==> src/rtl/usbdev_pkg.sv <==
// Shared types and line constants for the full-speed USB device transmit path.
package usbdev_pkg;

    typedef enum logic [2:0] {
        ST_IDLE,
        ST_PRE,
        ST_SYNC,
        ST_DATA,
        ST_EOP_SE0,
        ST_EOP_J
    } usb_tx_state_e;

    localparam logic [7:0] USB_SYNC_BYTE = 8'h80;
    localparam logic       USB_LINE_J    = 1'b1;
    localparam logic       USB_LINE_K    = 1'b0;

endpackage

==> src/rtl/usbdev_fs_tx_if.sv <==
// Packet-engine handshake plus IO-mux pin bundle of the full-speed transmitter.
interface usbdev_fs_tx_if;

    logic       start_i;
    logic [7:0] data_i;
    logic       data_last_i;
    logic       data_valid_i;
    logic       data_ready_o;
    logic       busy_o;
    logic       err_underrun_o;
    logic       usb_tx_d_o;
    logic       usb_tx_se0_o;
    logic       usb_tx_dp_o;
    logic       usb_tx_dn_o;
    logic       usb_tx_oe_o;

    modport master (
        output start_i, data_i, data_last_i, data_valid_i,
        input  data_ready_o, busy_o, err_underrun_o,
        input  usb_tx_d_o, usb_tx_se0_o, usb_tx_dp_o, usb_tx_dn_o, usb_tx_oe_o
    );

    modport slave (
        input  start_i, data_i, data_last_i, data_valid_i,
        output data_ready_o, busy_o, err_underrun_o,
        output usb_tx_d_o, usb_tx_se0_o, usb_tx_dp_o, usb_tx_dn_o, usb_tx_oe_o
    );

endinterface

==> src/rtl/usbdev_nrzi_stuff.sv <==
// NRZI encoder and ones counter: on each bit strobe the raw bit updates the line level,
// and stuff_req flags that the next bit time must carry a stuffed zero.
module usbdev_nrzi_stuff
    import usbdev_pkg::*;
#(
    parameter int StuffLimit = 6
) (
    input  logic clk,
    input  logic rst,
    input  logic init,
    input  logic bit_stb,
    input  logic bit_val,
    output logic stuff_req,
    output logic d_nxt
);

    localparam int OW = $clog2(StuffLimit + 1);

    logic          level;
    logic [OW-1:0] ones;
    logic          base_level;
    logic [OW-1:0] base_ones;

    // init lets the first SYNC bit be encoded from a fresh J / zero-count state
    always_comb begin
        base_level = init ? USB_LINE_J : level;
        base_ones  = init ? '0 : ones;
        d_nxt      = bit_val ? base_level
                             : ((base_level == USB_LINE_J) ? USB_LINE_K : USB_LINE_J);
    end

    assign stuff_req = (ones == OW'(StuffLimit));

    always_ff @(posedge clk or posedge rst) begin
        if (rst) begin
            level <= USB_LINE_J;
            ones  <= '0;
        end else if (bit_stb) begin
            level <= d_nxt;
            ones  <= bit_val ? base_ones + OW'(1) : '0;
        end
    end

endmodule

==> src/rtl/usbdev_fs_tx.sv <==
// Full-speed USB line transmitter: SYNC, NRZI + bit stuffing, EOP, with a one-entry byte buffer.
// Define USBDEV_FS_TX_IDLE_LEAD_EN to drive one J bit time (PRE state) before SYNC.
module usbdev_fs_tx
    import usbdev_pkg::*;
#(
    parameter int ClkPerBit  = 4,
    parameter int StuffLimit = 6,
    parameter int EopSe0Bits = 2
) (
    input  logic           clk_i,
    input  logic           rst_i,
    usbdev_fs_tx_if.slave  bus
);

    localparam int PW = $clog2(ClkPerBit);
    localparam int EW = (EopSe0Bits > 1) ? $clog2(EopSe0Bits) : 1;

    usb_tx_state_e state, state_nxt;
    logic [PW-1:0] phase;
    logic [6:0]    sh;
    logic [2:0]    bits_left;
    logic          cur_last;
    logic [7:0]    buf_data;
    logic          buf_last;
    logic          buf_full;
    logic          no_more;
    logic [EW-1:0] eop_cnt;
    logic          d_r, se0_r, dp_r, dn_r, oe_r, err_r;

    logic busy, bit_end, ready, take;
    logic emit, emit_val, load_sync, load_buf, shift, underrun, eop_clr, eop_inc;
    logic pin_upd, pin_d, pin_se0, pin_oe, d_sel;
    logic nrzi_init, stuff_req, nrzi_d;

    assign busy    = (state != ST_IDLE);
    assign bit_end = busy && (phase == PW'(ClkPerBit - 1));
    assign ready   = busy && !buf_full && !no_more;
    assign take    = bus.data_valid_i && ready;

    assign nrzi_init = (state == ST_IDLE) || (state == ST_PRE);
    assign d_sel     = emit ? nrzi_d : pin_d;

    usbdev_nrzi_stuff #(
        .StuffLimit (StuffLimit)
    ) u_nrzi (
        .clk       (clk_i),
        .rst       (rst_i),
        .init      (nrzi_init),
        .bit_stb   (emit),
        .bit_val   (emit_val),
        .stuff_req (stuff_req),
        .d_nxt     (nrzi_d)
    );

    always_comb begin
        state_nxt = state;
        emit      = 1'b0;
        emit_val  = 1'b0;
        load_sync = 1'b0;
        load_buf  = 1'b0;
        shift     = 1'b0;
        underrun  = 1'b0;
        eop_clr   = 1'b0;
        eop_inc   = 1'b0;
        pin_upd   = 1'b0;
        pin_d     = USB_LINE_J;
        pin_se0   = 1'b0;
        pin_oe    = 1'b0;
        case (state)
            ST_IDLE: begin
                if (bus.start_i) begin
                    pin_upd = 1'b1;
                    pin_oe  = 1'b1;
`ifdef USBDEV_FS_TX_IDLE_LEAD_EN
                    state_nxt = ST_PRE;
`else
                    state_nxt = ST_SYNC;
                    load_sync = 1'b1;
                    emit      = 1'b1;
                    emit_val  = USB_SYNC_BYTE[0];
`endif
                end
            end
`ifdef USBDEV_FS_TX_IDLE_LEAD_EN
            ST_PRE: begin
                if (bit_end) begin
                    state_nxt = ST_SYNC;
                    load_sync = 1'b1;
                    emit      = 1'b1;
                    emit_val  = USB_SYNC_BYTE[0];
                    pin_upd   = 1'b1;
                    pin_oe    = 1'b1;
                end
            end
`endif
            ST_SYNC, ST_DATA: begin
                // a pending stuff bit always goes out before the byte boundary is evaluated
                if (bit_end) begin
                    pin_upd = 1'b1;
                    pin_oe  = 1'b1;
                    if (stuff_req) begin
                        emit = 1'b1;
                    end else if (bits_left != 3'd0) begin
                        shift    = 1'b1;
                        emit     = 1'b1;
                        emit_val = sh[0];
                    end else if (cur_last) begin
                        state_nxt = ST_EOP_SE0;
                        eop_clr   = 1'b1;
                        pin_se0   = 1'b1;
                    end else if (buf_full) begin
                        state_nxt = ST_DATA;
                        load_buf  = 1'b1;
                        emit      = 1'b1;
                        emit_val  = buf_data[0];
                    end else begin
                        state_nxt = ST_EOP_SE0;
                        underrun  = 1'b1;
                        eop_clr   = 1'b1;
                        pin_se0   = 1'b1;
                    end
                end
            end
            ST_EOP_SE0: begin
                if (bit_end) begin
                    pin_upd = 1'b1;
                    pin_oe  = 1'b1;
                    if (eop_cnt == EW'(EopSe0Bits - 1)) begin
                        state_nxt = ST_EOP_J;
                    end else begin
                        eop_inc = 1'b1;
                        pin_se0 = 1'b1;
                    end
                end
            end
            ST_EOP_J: begin
                if (bit_end) begin
                    state_nxt = ST_IDLE;
                    pin_upd   = 1'b1;
                end
            end
            default: state_nxt = ST_IDLE;
        endcase
    end

    always_ff @(posedge clk_i or posedge rst_i) begin
        if (rst_i) begin
            state     <= ST_IDLE;
            phase     <= '0;
            bits_left <= 3'd0;
            cur_last  <= 1'b0;
            buf_last  <= 1'b0;
            buf_full  <= 1'b0;
            no_more   <= 1'b0;
            eop_cnt   <= '0;
            d_r       <= USB_LINE_J;
            se0_r     <= 1'b0;
            dp_r      <= 1'b1;
            dn_r      <= 1'b0;
            oe_r      <= 1'b0;
            err_r     <= 1'b0;
        end else begin
            state <= state_nxt;
            err_r <= underrun;

            if (busy) begin
                phase <= bit_end ? '0 : phase + PW'(1);
            end else begin
                phase <= '0;
            end

            if (!busy && bus.start_i) begin
                no_more <= 1'b0;
            end else if (underrun || (take && bus.data_last_i)) begin
                no_more <= 1'b1;
            end

            if (take) begin
                buf_full <= 1'b1;
                buf_last <= bus.data_last_i;
            end else if (load_buf) begin
                buf_full <= 1'b0;
            end

            if (load_sync) begin
                bits_left <= 3'd7;
                cur_last  <= 1'b0;
            end else if (load_buf) begin
                bits_left <= 3'd7;
                cur_last  <= buf_last;
            end else if (shift) begin
                bits_left <= bits_left - 3'd1;
            end

            if (eop_clr) begin
                eop_cnt <= '0;
            end else if (eop_inc) begin
                eop_cnt <= eop_cnt + EW'(1);
            end

            if (pin_upd) begin
                d_r   <= d_sel;
                se0_r <= pin_se0;
                dp_r  <= d_sel & ~pin_se0;
                dn_r  <= ~d_sel & ~pin_se0;
                oe_r  <= pin_oe;
            end
        end
    end

    // payload registers carry no reset; buf_full and bits_left qualify them
    always_ff @(posedge clk_i) begin
        if (take) begin
            buf_data <= bus.data_i;
        end
        if (load_sync) begin
            sh <= USB_SYNC_BYTE[7:1];
        end else if (load_buf) begin
            sh <= buf_data[7:1];
        end else if (shift) begin
            sh <= {1'b0, sh[6:1]};
        end
    end

    assign bus.data_ready_o   = ready;
    assign bus.busy_o         = busy;
    assign bus.err_underrun_o = err_r;
    assign bus.usb_tx_d_o     = d_r;
    assign bus.usb_tx_se0_o   = se0_r;
    assign bus.usb_tx_dp_o    = dp_r;
    assign bus.usb_tx_dn_o    = dn_r;
    assign bus.usb_tx_oe_o    = oe_r;

endmodule

==> src/flat_wrapper.sv <==
// flat-port wrapper written by rule: the top's interface ports become plain ports
module usbdev_fs_tx_flat import usbdev_pkg::*;
#(
    parameter int ClkPerBit  = 4,
    parameter int StuffLimit = 6,
    parameter int EopSe0Bits = 2
)
  (clk_i, rst_i, bus_start_i, bus_data_i, bus_data_last_i, bus_data_valid_i, bus_data_ready_o, bus_busy_o, bus_err_underrun_o, bus_usb_tx_d_o, bus_usb_tx_se0_o, bus_usb_tx_dp_o, bus_usb_tx_dn_o, bus_usb_tx_oe_o);
  usbdev_fs_tx_if bus_i ();
  input  logic clk_i;
  input  logic rst_i;
  input wire logic [$bits(bus_i.start_i)-1:0] bus_start_i;
  input wire logic [$bits(bus_i.data_i)-1:0] bus_data_i;
  input wire logic [$bits(bus_i.data_last_i)-1:0] bus_data_last_i;
  input wire logic [$bits(bus_i.data_valid_i)-1:0] bus_data_valid_i;
  output wire logic [$bits(bus_i.data_ready_o)-1:0] bus_data_ready_o;
  output wire logic [$bits(bus_i.busy_o)-1:0] bus_busy_o;
  output wire logic [$bits(bus_i.err_underrun_o)-1:0] bus_err_underrun_o;
  output wire logic [$bits(bus_i.usb_tx_d_o)-1:0] bus_usb_tx_d_o;
  output wire logic [$bits(bus_i.usb_tx_se0_o)-1:0] bus_usb_tx_se0_o;
  output wire logic [$bits(bus_i.usb_tx_dp_o)-1:0] bus_usb_tx_dp_o;
  output wire logic [$bits(bus_i.usb_tx_dn_o)-1:0] bus_usb_tx_dn_o;
  output wire logic [$bits(bus_i.usb_tx_oe_o)-1:0] bus_usb_tx_oe_o;
  assign bus_i.start_i = bus_start_i;
  assign bus_i.data_i = bus_data_i;
  assign bus_i.data_last_i = bus_data_last_i;
  assign bus_i.data_valid_i = bus_data_valid_i;
  assign bus_data_ready_o = bus_i.data_ready_o;
  assign bus_busy_o = bus_i.busy_o;
  assign bus_err_underrun_o = bus_i.err_underrun_o;
  assign bus_usb_tx_d_o = bus_i.usb_tx_d_o;
  assign bus_usb_tx_se0_o = bus_i.usb_tx_se0_o;
  assign bus_usb_tx_dp_o = bus_i.usb_tx_dp_o;
  assign bus_usb_tx_dn_o = bus_i.usb_tx_dn_o;
  assign bus_usb_tx_oe_o = bus_i.usb_tx_oe_o;
  usbdev_fs_tx #(.ClkPerBit(ClkPerBit), .StuffLimit(StuffLimit), .EopSe0Bits(EopSe0Bits)) u_core (.clk_i(clk_i), .rst_i(rst_i), .bus(bus_i));
endmodule
==> config.mk <==
export PLATFORM = sky130hd
export DESIGN_NAME = usbdev_fs_tx_flat
export DESIGN_NICKNAME = d
export VERILOG_FILES = /design/src/rtl/usbdev_pkg.sv /design/src/rtl/usbdev_fs_tx_if.sv /design/src/rtl/usbdev_nrzi_stuff.sv /design/src/rtl/usbdev_fs_tx.sv /design/src/flat_wrapper.sv
export SDC_FILE = /design/constraint.sdc
export NUM_CORES = 1
export LEC_CHECK = 0
export CAP_MARGIN = 10
export CORE_AREA = 2 2 59 61
export DETAILED_ROUTE_END_ITERATION = 16
export DIE_AREA = 0 0 61 63
export GPL_TIMING_DRIVEN = 0
export PLACE_DENSITY = 0.81
export SYNTH_ARGS = -nofsm -noshare
export SYNTH_HDL_FRONTEND = slang
export SYNTH_SLANG_ARGS = --single-unit
==> constraint.sdc <==
create_clock -name clk_i -period 3.7 [get_ports clk_i]
set_clock_uncertainty 0.1 [all_clocks]
set_input_delay 1.11 -clock clk_i [delete_from_list [all_inputs] [get_ports clk_i]]
set_output_delay 1.11 -clock clk_i [all_outputs]
set_load 0.02 [all_outputs]
==> out/metrics.yaml, run 1 <==
status: "complete, no violations"
p_per_area_nw_per_um2: 397
hold_buffers: 0
synth_area_um2: 1830
max_stage_delay_ns: 0.67
insertion_delay_ns: 0.36
min_path_cells: 1
ys_seq_area_share_pct: 52.6
cts_htree_levels: 2
post_drt_wl_per_cell_um: 14.9
fin_crit_sh_pct: 85.3
drv_slew: 0
grt-ovfl-total: 0
num_antenna_cells: 0
cp-end-kind: "output pin"
via_per_inst: 5.90
drt_first_pass_iters: 5
startpoint: "u_core.state[1]"
clkPwrFrac_pct: 40.2
syn2layout_area_growth_pct: 19.7
clkTransAtPathRegs_ns: 0.11
drtIter0Drc: 63
n_fill_cell: 250
dp_hpwl_mm: 2.69
drc: 0
cts_setup_buffers: 0
ff2ff_path_depth: 7
worst_slew_pin_slew_ns: 0.878
synth_cell_type_count: 51
antenna_left: 0
dieArea_um2: 3840
cts_buffer_depth: 2
relSlewSlack_pct: 41.4
cts.sinks: 38
fp-row-count: 21
cp.required_ns: 2.49
finalHoldViolCount: 0
grt_pass1_vias: 1473
stdcell_count: 246
track_usage_pct: 22.9
synth_largest_area_cell: "dfrtp_1"
synthArstFlopShare_pct: 60.5
start_kind: "register"
tns_ns: 0
grt_max_degree: 24
fmax_mhz: 317
r2r_setup_slack_ns: 1.42
finalSetupViolCount: 0
period_needed_ns: 3.16
gp_congestion: 0.887
cts_tree: "yes"
cp_top_family: "buffers and inverters"
synth_flop_cell: "dfrtp_1"
nets: 218
die_h_um: 63
wl_mm: 3.68
r2r-start: "u_core.bits_left[0]"
internal_power_mw: 0.679
critPathKind: "reg2out"
grt_pass1_wl_mm: 6.49
initial_core_util_pct: 56.5
cts_made_buffers: 5
p_leak_nw: 0.894
post_synth_main_area_contributors: "dfrtp_1, edfxtp_1, dfxtp_1"
die_w_um: 61
ys_ff_latch: 38
r2r_end: "u_core.state[2]"
num_vias: 1451
syn_nets: 191
yosysWarnings: 0
arrival_ns: 1.95
grt_antenna_before_repair: 0
path_max_fanout: 8
ir_worst_vdd_uv: 266
cp_slowest_cell: "clkdlybuf4s50_1"
holdCritPathClass: "reg2reg"
top_level_ports: 21
avgSynthCellArea_um2: 10.6
seqPwrFrac_pct: 50.9
cp_num_buf_inv: 1
synth_edf_count: 8
port_buffers: 20
drv_cap: 0
crit_chain: "nor3_4 -> nor3_1 -> clkdlybuf4s50_1"
worstHoldStart: "u_core.phase[0]"
min_to: "u_core.phase[0]"
cts-resized-gates: 0
dp_cells: 238
drive_above_1_share_pct: 13.5
coreArea_um2: 3230
swShare_pct: 21.7
power.switching_mw: 0.188
root_buffer: "clkbuf_4"
rsz0062_at_grt: "no"
synth_top_area_share_pct: 27.4
netlist_instances: 172
power_frac_comb_pct: 8.8
==> registers in the layout, summed over array words and instances, names as in the netlist, 2 cells and up <==
name / flops
u_core.u_nrzi.ones: 3
u_core.bits_left: 3
u_core.sh: 7
u_core.buf_data: 8
u_core.phase: 2
u_core.state: 3
==> cell usage after synthesis, types with 3 or more instances <==
| cell | n |
|---|---|
| dfrtp_1 | 20 |
| nand2_1 | 19 |
| nor2_1 | 13 |
| inv_1 | 12 |
| o21ai_0 | 11 |
| edfxtp_1 | 8 |
| a22oi_1 | 7 |
| dfxtp_1 | 7 |
| ha_1 | 6 |
| nor2b_1 | 5 |
| a31oi_1 | 4 |
| buf_2 | 4 |
| nand3_1 | 4 |
| dfstp_2 | 3 |
| mux2_2 | 3 |
| nand2b_1 | 3 |
| nor3_1 | 3 |
==> cell families (layout without fill, tap and decap cells) <==
family                     Yosys count  in the layout  synth area share, %
AOI/OAI and AO/OA                   47             47                 19.3
xor gates and xnor gates             1              1                0.480
adders and majority gates            6              6                 4.11
buffers and inverters               20             48                 5.21
DFF                                 38             38                 52.6
muxes                                5              5                 2.95
and+or+nand+nor                     55             55                 15.4
==> stage by stage <==
stage          hold slack, ns  utilization (%)  instance area (um2)  power [mW]  setup slack [ns]
6_report                0.342             67.6                 2180       0.867             0.544
5_1_grt                 0.360             67.6                 2180       0.906             0.395
4_1_cts                 0.344             67.6                 2180       0.871             0.529
3_5_place_dp            0.328             64.5                 2080       0.527             0.873
3_3_place_gp            0.324             64.5                 2080       0.522             0.956
2_1_floorplan           0.315                -                 1830       0.495              1.35
==> layer usage <==
metal  track usage, %  part of all wire, %
met1             29.7                   44
met2             35.1                   50
met3             4.55                  3.3
met4             12.5                  2.9
met5                0                    0
==> power groups by stage <==
stage               Sequential, mW  Combinational [mW]  Clock, mW
CTS                          0.442              0.0769      0.352
global route                 0.443              0.0854      0.378
global placement             0.450              0.0727          0
floorplan                    0.453              0.0419          0
detailed placement           0.450              0.0763          0
finish                       0.442              0.0767      0.349
==> how the worst max path moves through the flow <==
stage / to / slack [ns] / depth (start not counted)
floorplan: bus_data_ready_o / 1.35 / 2
global placement: bus_data_ready_o / 0.96 / 3
detailed placement: u_core.state[2] / 0.87 / 5
CTS: bus_data_ready_o / 0.53 / 3
global route: bus_data_ready_o / 0.39 / 3
finish: bus_data_ready_o / 0.54 / 3
==> cells in the final DEF, fill, tap and decap left out, types with 6 or more instances in the layout <==
master	n
nor2_1	13
inv_1	12
a22oi_1	7
clkdlybuf4s50_1	20
o21ai_0	11
ha_1	6
edfxtp_1	8
nand2_1	19
dfxtp_1	7
dfrtp_1	20
==> cell type report <==
| class | instances | area [um2] | share of cell area (%) |
|---|---|---|---|
| clock inverters | 3 | 63.8 | 2.92 |
| multi-input cells | 114 | 771 | 35.3 |
| plain buffers | 7 | 46.3 | 2.12 |
| repair buffers | 20 | 200 | 9.16 |
| well taps | 46 | 57.6 | 2.63 |
| flip-flops and latches | 38 | 960 | 43.9 |
| clock buffers | 5 | 37.5 | 1.72 |
| inverters | 13 | 48.8 | 2.23 |
Note: power is estimated with default switching activity, not from simulation.
==> run 2: changes to the inputs <==
--- a/config.mk
+++ b/config.mk
@@ -6,11 +6,13 @@
 export NUM_CORES = 1
 export LEC_CHECK = 0
 export CAP_MARGIN = 10
-export CORE_AREA = 2 2 59 61
+export CORE_AREA = 2 2 60 62
+export CTS_BUF_LIST = sky130_fd_sc_hd__clkbuf_4
 export DETAILED_ROUTE_END_ITERATION = 16
-export DIE_AREA = 0 0 61 63
+export DIE_AREA = 0 0 62 64
 export GPL_TIMING_DRIVEN = 0
-export PLACE_DENSITY = 0.81
+export PLACE_DENSITY = 0.84
 export SYNTH_ARGS = -nofsm -noshare
 export SYNTH_HDL_FRONTEND = slang
+export SYNTH_HIERARCHICAL = 1
 export SYNTH_SLANG_ARGS = --single-unit
==> run 2 against run 1 <==
Compared with the run above: synthesized area increased by 9.0%; utilization up 3.3 points; final area grew 6.6%; critical path type unchanged; die area rose by 3.3%; first-iteration DRC count is 110% higher; wire length up 6.9%; maximum frequency grew 3.2%; worst setup slack better by 0.098 ns; register-to-register slack got worse by 0.75 ns; sequential power up 23%; combinational power grew to 6.5 times the previous value.
==> out/metrics.yaml, run 2 <==
num_antenna_cells: 0  # unchanged
cp-end-kind: "output pin"
multi_input_area_um2: 918  # +19%
gp_congestion: 0.836  # -5.7%
nets: 232  # +6.4%
synth_area_um2: 1990  # +9.0%
cts_made_buffers: 5  # unchanged
synth_compound_area_share_pct: 19.9  # +0.68 points
num_vias: 1525  # +5.1%
synthAdderAreaFrac_pct: 3.77  # -0.34 points
finalSetupViolCount: 0  # unchanged
fmax_mhz: 327  # +3.2%
largest_register: "u_core/buf_data"
arrival_ns: 1.85  # -0.10 ns
avgSynthCellArea_um2: 10.7  # +0.78%
cts_buffer_depth: 2  # unchanged
largestRegisters: "u_core/buf_data: 8 flops, u_core/sh: 7 flops"
fp-row-count: 21  # unchanged
wl_mm: 3.93  # +6.9%
synthArstFlopShare_pct: 60.5  # unchanged
n_fill_cell: 261  # +4.4%
drv_cap: 0  # unchanged
p_per_area_nw_per_um2: 571  # +44%
ir_worst_vdd_uv: 388  # +46%
cts_setup_buffers: 0  # unchanged
grt_pass1_wl_mm: 6.69  # +3.1%
drc: 0  # unchanged
synthMuxAreaShare_pct: 2.70  # -0.24 points
synth_cell_type_count: 57  # +12%
relSlewSlack_pct: 28.3  # -13 points
swShare_pct: 36.1  # +14 points
cts.sinks: 38  # unchanged
antenna_left: 0  # unchanged
startpoint: "u_core/state[2]"
fin_crit_sh_pct: 82.6  # -2.7 points
cts-resized-gates: 0  # unchanged
syn_nets: 205  # +7.3%
p_leak_nw: 0.920  # +2.9%
drt_first_pass_iters: 4  # -1
coreArea_um2: 3280  # +1.6%
dieArea_um2: 3970  # +3.3%
port_buffers: 20  # unchanged
drv_slew: 0  # unchanged
pre_cts_ws_ns: 0.490  # -0.383 ns
status: "complete, no violations"
mostFrequentLayoutCells: "nor2_1, clkdlybuf4s50_1, dfrtp_1"
seqPwrFrac_pct: 40.8  # -10 points
power_frac_comb_pct: 37.4  # +29 points
synth_top_area_share_pct: 25.2  # -2.3 points
largest_reg_flops: 8  # unchanged
ff2ff_path_depth: 10  # +3
syn2layout_area_growth_pct: 17.1
synth_xor_area_share_pct: 0.440  # -0.040 points
ff_latch_area_um2: 960  # unchanged
die_w_um: 62  # +1.6%
netlist_instances: 186  # +8.1%
worstHoldStart: "u_core/phase[0]"
drtIter0Drc: 130  # +110%
yosysMostFrequentCell: "nor2_1"
initial_core_util_pct: 60.6  # +4.1 points
power.switching_mw: 0.481  # +160%
min_to: "u_core/phase[0]"
r2r_setup_slack_ns: 0.67  # -0.75 ns
via_per_inst: 5.87  # -0.56%
synth_flop_cell: "dfrtp_1"
internal_power_mw: 0.849  # +25%
r2r_end: "u_core/bus.usb_tx_dn_o"
tns_ns: 0  # unchanged
hold_slack_ns: 0.362  # +0.0208 ns
grt_max_degree: 20  # -17%
rsz0062_at_grt: "no"
r2r-start: "u_core/bits_left[0]"
dp_hpwl_mm: 2.82  # +5.0%
ys_ff_latch: 38  # unchanged
synth_edf_count: 8  # unchanged
ys_seq_area_share_pct: 48.2  # -4.3 points
yosysWarnings: 6  # +6
post_synth_main_area_contributors: "dfrtp_1, edfxtp_1, dfxtp_1"
grt_antenna_before_repair: 0  # unchanged
cp.required_ns: 2.49  # about the same
track_usage_pct: 22.7  # -0.21 points
holdCritPathClass: "reg2reg"
cts_htree_levels: 2  # unchanged
insertion_delay_ns: 0.36  # about the same
layout.cells.most_common: "nor2_1"
die_h_um: 64  # +1.6%
grt-ovfl-total: 0  # unchanged
period_needed_ns: 3.06  # -0.0981 ns
synth_top_family_by_area: "compound AO/OA/AOI/OAI gates"
path_max_fanout: 10  # +2
synth_common_cells: "nor2_1, dfrtp_1, inv_1"
cts_tree: "yes"
synth_largest_area_cell: "dfrtp_1"
fin_ws_ns: 0.643  # +0.0981 ns
hold_buffers: 0  # unchanged
finalHoldViolCount: 0  # unchanged
clkTransAtPathRegs_ns: 0.12  # about the same
worst_slew_pin_slew_ns: 1.07  # +0.195 ns
drive_above_1_share_pct: 18.7  # +5.2 points
post_drt_wl_per_cell_um: 15.1  # +1.1%
root_buffer: "clkbuf_4"
start_kind: "register"
synthSimpleGateAreaFrac_pct: 19.3  # +3.9 points
top_level_ports: 21  # unchanged
grt_pass1_vias: 1433  # -2.7%
clkPwrFrac_pct: 21.9  # -18 points
critPathKind: "reg2out"
min_path_cells: 1  # unchanged
-- run 2: worst max path at each step --
stage / depth (start not counted) / endpoint / slack (ns)
floorplan: 11 / u_core/bus.usb_tx_dn_o / 1.13
global placement: 6 / u_core/u_nrzi/level / 0.54
detailed placement: 6 / u_core/u_nrzi/level / 0.49
CTS: 4 / bus_busy_o / 0.62
global route: 10 / u_core/bus.usb_tx_dn_o / 0.38
finish: 4 / bus_busy_o / 0.64
-- run 2: per-layer routing --
metal	GRT usage, %	vias up	share of wire, %
li1	-	733	-
met1	31.3	727	44
met2	34.2	60	49
met4	6.12	0	1.2
met3	6.88	5	6.3
met5	0	-	0
-- run 2: power by group through the flow --
stage	logic, mW	registers (mW)	clock network [mW]
4_1_cts	0.497	0.541	0.295
6_report	0.497	0.542	0.291
3_3_place_gp	0.475	0.544	0
3_5_place_dp	0.493	0.551	0
5_1_grt	0.552	0.549	0.314
2_1_floorplan	0.329	0.568	0
-- run 2: cell type report --
type                            count  share of cell area, %
Buffer                              8                   2.36
Clock buffer                        5                   1.61
Inverter                           15                   2.42
Sequential cell                    38                   41.2
Timing Repair Buffer               20                   8.59
Tap cell                           46                   2.47
Multi-Input combinational cell    125                   39.4
Clock inverter                      3                   1.93
-- run 2: cells by family after synthesis --
kind of cell               count (synthesis)
AOI/OAI and AO/OA                         48
xor gates and xnor gates                   1
adders and majority gates                  6
buffers and inverters                     23
DFF                                       38
muxes                                      5
and+or+nand+nor                           65
-- run 2: per-stage QoR --
stage	util (%)	area [um2]	total power, mW	std cells
floorplan	-	1990	0.896	186
global placement	68.4	2250	1.02	252
detailed placement	68.4	2250	1.04	252
CTS	70.9	2330	1.33	260
global route	70.9	2330	1.41	260
finish	70.9	2330	1.33	260
-- run 2: worst max-delay path: stages (launching register included) --
cell and delay (ns):
dfrtp_1 0.42, buf_6 0.15, nor3_4 0.27, inv_2 0.10, clkdlybuf4s50_1 0.54
==> RTL change 1: new RTL, config.mk and constraints of run 2 <==
The 6 states of `usb_tx_state_e` get a one-hot encoding in 6 bits.
--- a/src/rtl/usbdev_pkg.sv
+++ b/src/rtl/usbdev_pkg.sv
@@ -1,13 +1,13 @@
 // Shared types and line constants for the full-speed USB device transmit path.
 package usbdev_pkg;
 
-    typedef enum logic [2:0] {
-        ST_IDLE,
-        ST_PRE,
-        ST_SYNC,
-        ST_DATA,
-        ST_EOP_SE0,
-        ST_EOP_J
+    typedef enum logic [5:0] {
+        ST_IDLE    = 6'b000001,
+        ST_PRE     = 6'b000010,
+        ST_SYNC    = 6'b000100,
+        ST_DATA    = 6'b001000,
+        ST_EOP_SE0 = 6'b010000,
+        ST_EOP_J   = 6'b100000
     } usb_tx_state_e;
 
     localparam logic [7:0] USB_SYNC_BYTE = 8'h80;
Function: same outputs for any inputs over 10 cycles, from zero or initial values and one cycle with rst_i high; not proved beyond that.
==> RTL change 1 against run 2 <==
Routed wire length shrank 6.1%. Sequential cell count grew 2. Setup slack lost 0.51 ns. Total power shrank 7.7%. Clock power shrank 26%. Area after synthesis shrank 4.8%. Final area shrank 4.7%. Critical path type unchanged. Sequential power grew 4%. Maximum frequency shrank 14%. Synthesized cell count shrank 4.3%. Utilization shrank 3.3 points. Non-clock buffer count shrank 2. Sequential share of layout area grew 4.3 points. Largest cell class unchanged.
==> RTL change 1: results (changes against run 2) <==
Parameter                              Value

Synth
  Top flip-flop cell by instance count after synthesis    sky130_fd_sc_hd__dfrtp_1
  Post-synthesis cell type count    51 (-11%)
  Sequential fraction of the synthesis area    53.4% (+5.1 points)
  Synthesized-area fraction occupied by ao, oa, aoi and oai cells    13.9% (-6.0 points)
  Async set-reset flop share out of synthesis    62.5% (+2.0 points)
  Ys Warns    6 (unchanged)
  Synth Net Count    195 (-4.9%)
  Post-synthesis mux area share    3.37% (+0.66 points)
  Commonest cells in the netlist    sky130_fd_sc_hd__dfrtp_1, sky130_fd_sc_hd__inv_1, sky130_fd_sc_hd__nor2_1
  Fraction of the mapped netlist area in adder cells    2.64% (-1.1 points)
  Synthesized-area fraction occupied by xor and xnor cells    1.85% (+1.4 points)
  Number of synthesized flops with an enable pin    8 (unchanged)
  Leading post-synthesis cells by cell area    sky130_fd_sc_hd__dfrtp_1, sky130_fd_sc_hd__edfxtp_1, sky130_fd_sc_hd__dfxtp_1, sky130_fd_sc_hd__dfstp_2, sky130_fd_sc_hd__a21oi_1

Worst setup path
  Crit-path slowest cell    sky130_fd_sc_hd__clkdlybuf4s50_1
  CP max FO    9 (-1)
  Kind of critical path    flip-flop to output port
  Critical Path AT    2.36 ns (+0.51 ns)
  Maximum single-stage delay on the critical path    about 0.55 ns

Placement
  Post-DP Area    2150 sq um (-4.2%)
  Count of port buffers added during placement    20 (unchanged)
  Final weighted congestion in routability-driven placement    0.917 (+9.7%)
  Post-DP HPWL    2710 microns (-3.9%)

Global route
  Number of antenna violations at the first check in global routing    0 (unchanged)
  First-pass GRT wire length    6270 microns (-6.2%)
  Pin count of the biggest net entering global routing    22 (+10%)
  Gr usage total    21.3% (-1.4 points)
  Via count of the first global-routing pass    1394 (-2.7%)

Clock tree
  Clock insertion delay at the later pin of the skew report    about 0.35 ns
  Htree depth    2 (unchanged)
  Cell at the root of the clock tree    sky130_fd_sc_hd__clkbuf_4
  Number of setup buffers added after CTS    0 (unchanged)
  Cts bufs inserted    5 (unchanged)
  Clock transition time at the flip-flop clock pins of the worst setup and hold paths    about 0.11 ns
  Longest Clk Path Bufs    2 (unchanged)

Routing
  Average vias per placed instance    5.88 (+0.27%)
  Number of DRC markers after the initial detailed-route iteration    127 (-2.3%)
  Mean routed wirelength per cell    14.6 microns (-3.5%)
  Number of iterations in the first detailed-routing pass    6 (+2)

Layout
  Largest registers    u_core/buf_data (8), u_core/sh (7), u_core/state (5)
  # nets final    223 (-3.9%)
  Number of flip-flops under the largest register name    8 (unchanged)
  Fraction of layout instances using a drive strength above 1    14.0% (-4.7 points)
  Diodes inserted    0 (unchanged)

Run status
  Outcome    complete, no violations

Hold path
  Type of the most critical hold path    flip-flop to flip-flop

Pwr
  Internal power    785 uW (-7.5%)
  Power drawn by the sequential cells    561 uW (+4%)
  Leak    0.979 nW (+6.4%)
  Maximum VDD drop    342 uV (-12%)
  Total clock network power    214 uW (-26%)

Timing
  Slew @ Worst Pin    0.828 ns (-0.245 ns)
RTL change 1: through the flow:
stage               total power [mW]  instances  hold slack, ns  setup WS (ns)
floorplan                      0.879        178           0.315          0.978
global placement               0.989        244           0.328          0.243
detailed placement              1.01        244           0.341          0.200
CTS                             1.24        252           0.357         0.0972
global route                    1.31        253           0.371        0.00574
finish                          1.23        253           0.350          0.133
RTL change 1: per-layer routing:
| layer | up-vias | global-route usage (%) | wire [microns] |
|---|---|---|---|
| met5 | - | 0 | 0 |
| met4 | 0 | 4.79 | 34 |
| met3 | 3 | 6.28 | 238 |
| met2 | 59 | 34.8 | 1900 |
| met1 | 722 | 27.5 | 1520 |
| li1 | 704 | - | - |
RTL change 1: timing repair:
| item | in CTS | in global routing |
|---|---|---|
| setup endpoints to repair | 1 | 0 |
| gates resized for setup | 2 | 0 |
| hold endpoints to repair | 0 | 0 |
RTL change 1: worst max-delay path: cells and delay by family (launching register included):
kind          cells  cell delay (ns)
buf+inv           3             0.83
simple gates      2             0.82
flops             1             0.37
RTL change 1: worst paths after layout:
check | startpoint | endpoint | slack (ns) | cells past startpoint
setup / recovery | u_core/state[2] | bus_busy_o | 0.13 | 5
hold / removal | u_core/phase[0] | u_core/phase[0] | 0.35 | 1
setup reg to reg | u_core/u_nrzi/ones[2] | u_core/bus.usb_tx_dp_o | 0.62 | 7
hold reg to reg | u_core/phase[0] | u_core/phase[0] | 0.35 | 1
max in group asynchronous | rst_i | u_core/state[4] | 1.88 | 2
min in group asynchronous | rst_i | u_core/u_nrzi/ones[2] | 0.85 | 2
RTL change 1: final cells by class:
class                      count  area [sq um]
buffer                         5          30.0
clock buffer                   5          37.5
clock inverter                 3          18.8
fill                         273          1060
inverter                      15          56.3
multi-input combinational    118           805
sequential                    40          1010
tap                           46          57.6
timing repair buffer          21           205
==> RTL change 2: new RTL, config.mk and constraints of run 2 <==
Made on the original files. Add a define of `USBDEV_FS_TX_IDLE_LEAD_EN`.
--- a/src/rtl/usbdev_fs_tx.sv
+++ b/src/rtl/usbdev_fs_tx.sv
@@ -1,5 +1,7 @@
 // Full-speed USB line transmitter: SYNC, NRZI + bit stuffing, EOP, with a one-entry byte buffer.
 // Define USBDEV_FS_TX_IDLE_LEAD_EN to drive one J bit time (PRE state) before SYNC.
+`define USBDEV_FS_TX_IDLE_LEAD_EN
+
 module usbdev_fs_tx
     import usbdev_pkg::*;
 #(
Check against the original RTL: not equivalent (Yosys sat finds a counterexample within 4 cycles, from zero or initial values and one cycle with rst_i high).
==> RTL change 2 against run 2 <==
Sequential cell count stayed put. Routed wire length fell by 16%. Count of clock-buffer cells in the layout up 2. Setup slack improved by 0.057 ns. Area after synthesis is 8.6% lower. Largest cell class unchanged. First-iteration DRC count shrank 57%. Final area down 8.4%. Synthesized cell count fell by 11%. Total power shrank 1.8%.
==> RTL change 2: results (changes against run 2) <==
Parameter                              Value

Synth
  Post-synthesis mux area share    2.27% (-0.43 points)
  Synth Net Count    183 (-11%)
  Synthesized-area fraction occupied by xor and xnor cells    1.44% (+1.0 points)
  Fraction of the mapped netlist area in adder cells    2.75% (-1.0 points)
  Commonest cells in the netlist    sky130_fd_sc_hd__dfrtp_1, sky130_fd_sc_hd__nand2_1, sky130_fd_sc_hd__nor2_1
  Leading post-synthesis cells by cell area    sky130_fd_sc_hd__dfrtp_1, sky130_fd_sc_hd__edfxtp_1, sky130_fd_sc_hd__dfxtp_1, sky130_fd_sc_hd__dfstp_2, sky130_fd_sc_hd__ha_1
  Post-synthesis cell type count    48 (-16%)
  Sequential fraction of the synthesis area    52.8% (+4.5 points)

Worst setup path
  Worst-case register-to-register setup slack    0.93 ns (+0.26 ns)
  FF-to-FF End    u_core/bus.usb_tx_d_o
  Critical Path AT    1.79 ns (-0.06 ns)
  Number of cells on the worst reg-to-reg path    9 (-1)
  CP max FO    9 (-1)

Routing
  Number of iterations in the first detailed-routing pass    5 (+1)
  Average vias per placed instance    5.44 (-7.3%)
  Final routed wirelength across all metal layers    3300 microns (-16%)
  Number of DRC markers after the initial detailed-route iteration    56 (-57%)
  Via count    1305 (-14%)

Placement
  Number of placed instances, taps included    232 (-7.9%)
  Post-DP Area    2080 sq um (-7.6%)
  Count of port buffers added during placement    20 (unchanged)
  Post-DP HPWL    2490 microns (-12%)
  Final weighted congestion in routability-driven placement    0.836 (about the same)
  Post-place setup slack    0.834 ns (+0.344 ns)

Pwr
  Leak    0.916 nW (-0.47%)
  Sw Pwr    440 uW (-8.5%)
  Maximum VDD drop    287 uV (-26%)

Layout
  # nets final    210 (-9.5%)
  Fraction of layout instances using a drive strength above 1    13.9% (-4.8 points)

Global route
  GR Layer Usage met3    5.87% (-1.0 points)
  Gr usage total    20.1% (-2.5 points)
  First-pass GRT wire length    5880 microns (-12%)
  Global-route met1 utilization    24.1% (-7.2 points)
  Global routing met2 resource utilization    33.7% (-0.52 points)

Run status
  Outcome    complete, no violations

Timing
  Slew Limit Headroom    49.2% (+21 points)

Clock tree
  Clock transition time at the flip-flop clock pins of the worst setup and hold paths    0.10 ns (-0.02 ns)
[RTL change 2: area by class of cell]
cell class | instances | area, sq um
timing repair buffer | 20 | 200
fill | 273 | 1150
buffer | 7 | 63.8
multi-input combinational | 109 | 751
inverter | 12 | 45.0
clock buffer | 7 | 52.6
sequential | 38 | 960
clock inverter | 1 | 3.75
tap | 46 | 57.6
[RTL change 2: logic make-up (layout without fill, tap and decap cells)]
logic type | Yosys count | after routing
adders and majority gates | 4 | 4
buffers and inverters | 19 | 47
AOI/OAI and AO/OA | 33 | 33
muxes | 4 | 4
and+or+nand+nor | 65 | 65
xor gates and xnor gates | 3 | 3
DFF | 38 | 38
[RTL change 2: power by group through the flow]
stage / sequential (mW) / combinational, mW / clock [mW]
2_1_floorplan: 0.599 / 0.360 / 0
3_3_place_gp: 0.579 / 0.496 / 0
3_5_place_dp: 0.587 / 0.516 / 0
4_1_cts: 0.578 / 0.519 / 0.224
5_1_grt: 0.588 / 0.585 / 0.240
6_report: 0.577 / 0.515 / 0.213
[RTL change 2: how the worst max path moves through the flow]
stage,startpoint,to,slack [ns],cells past startpoint
floorplan,u_core/bits_left[0],u_core/bus.usb_tx_dn_o,1.38,9
global placement,bus_start_i,u_core/bus.usb_tx_se0_o,0.87,5
detailed placement,bus_start_i,u_core/bus.usb_tx_dp_o,0.83,5
CTS,u_core/state[0],bus_data_ready_o,0.67,4
global route,u_core/bits_left[0],u_core/bus.usb_tx_d_o,0.49,9
finish,u_core/state[0],bus_data_ready_o,0.70,4
[RTL change 2: layer usage]
layer | vias up | routed length (microns)
li1 | 644 | -
met1 | 620 | 1350
met2 | 35 | 1750
met3 | 6 | 143
met4 | 0 | 57
met5 | - | 0
[RTL change 2: worst max-delay path, cell delays in order, from the launching register on]
cell and delay (ns):
sky130_fd_sc_hd__dfrtp_1 0.39, sky130_fd_sc_hd__buf_6 0.14, sky130_fd_sc_hd__nor3_4 0.27, sky130_fd_sc_hd__nor3_1 0.11
sky130_fd_sc_hd__clkdlybuf4s50_1 0.55
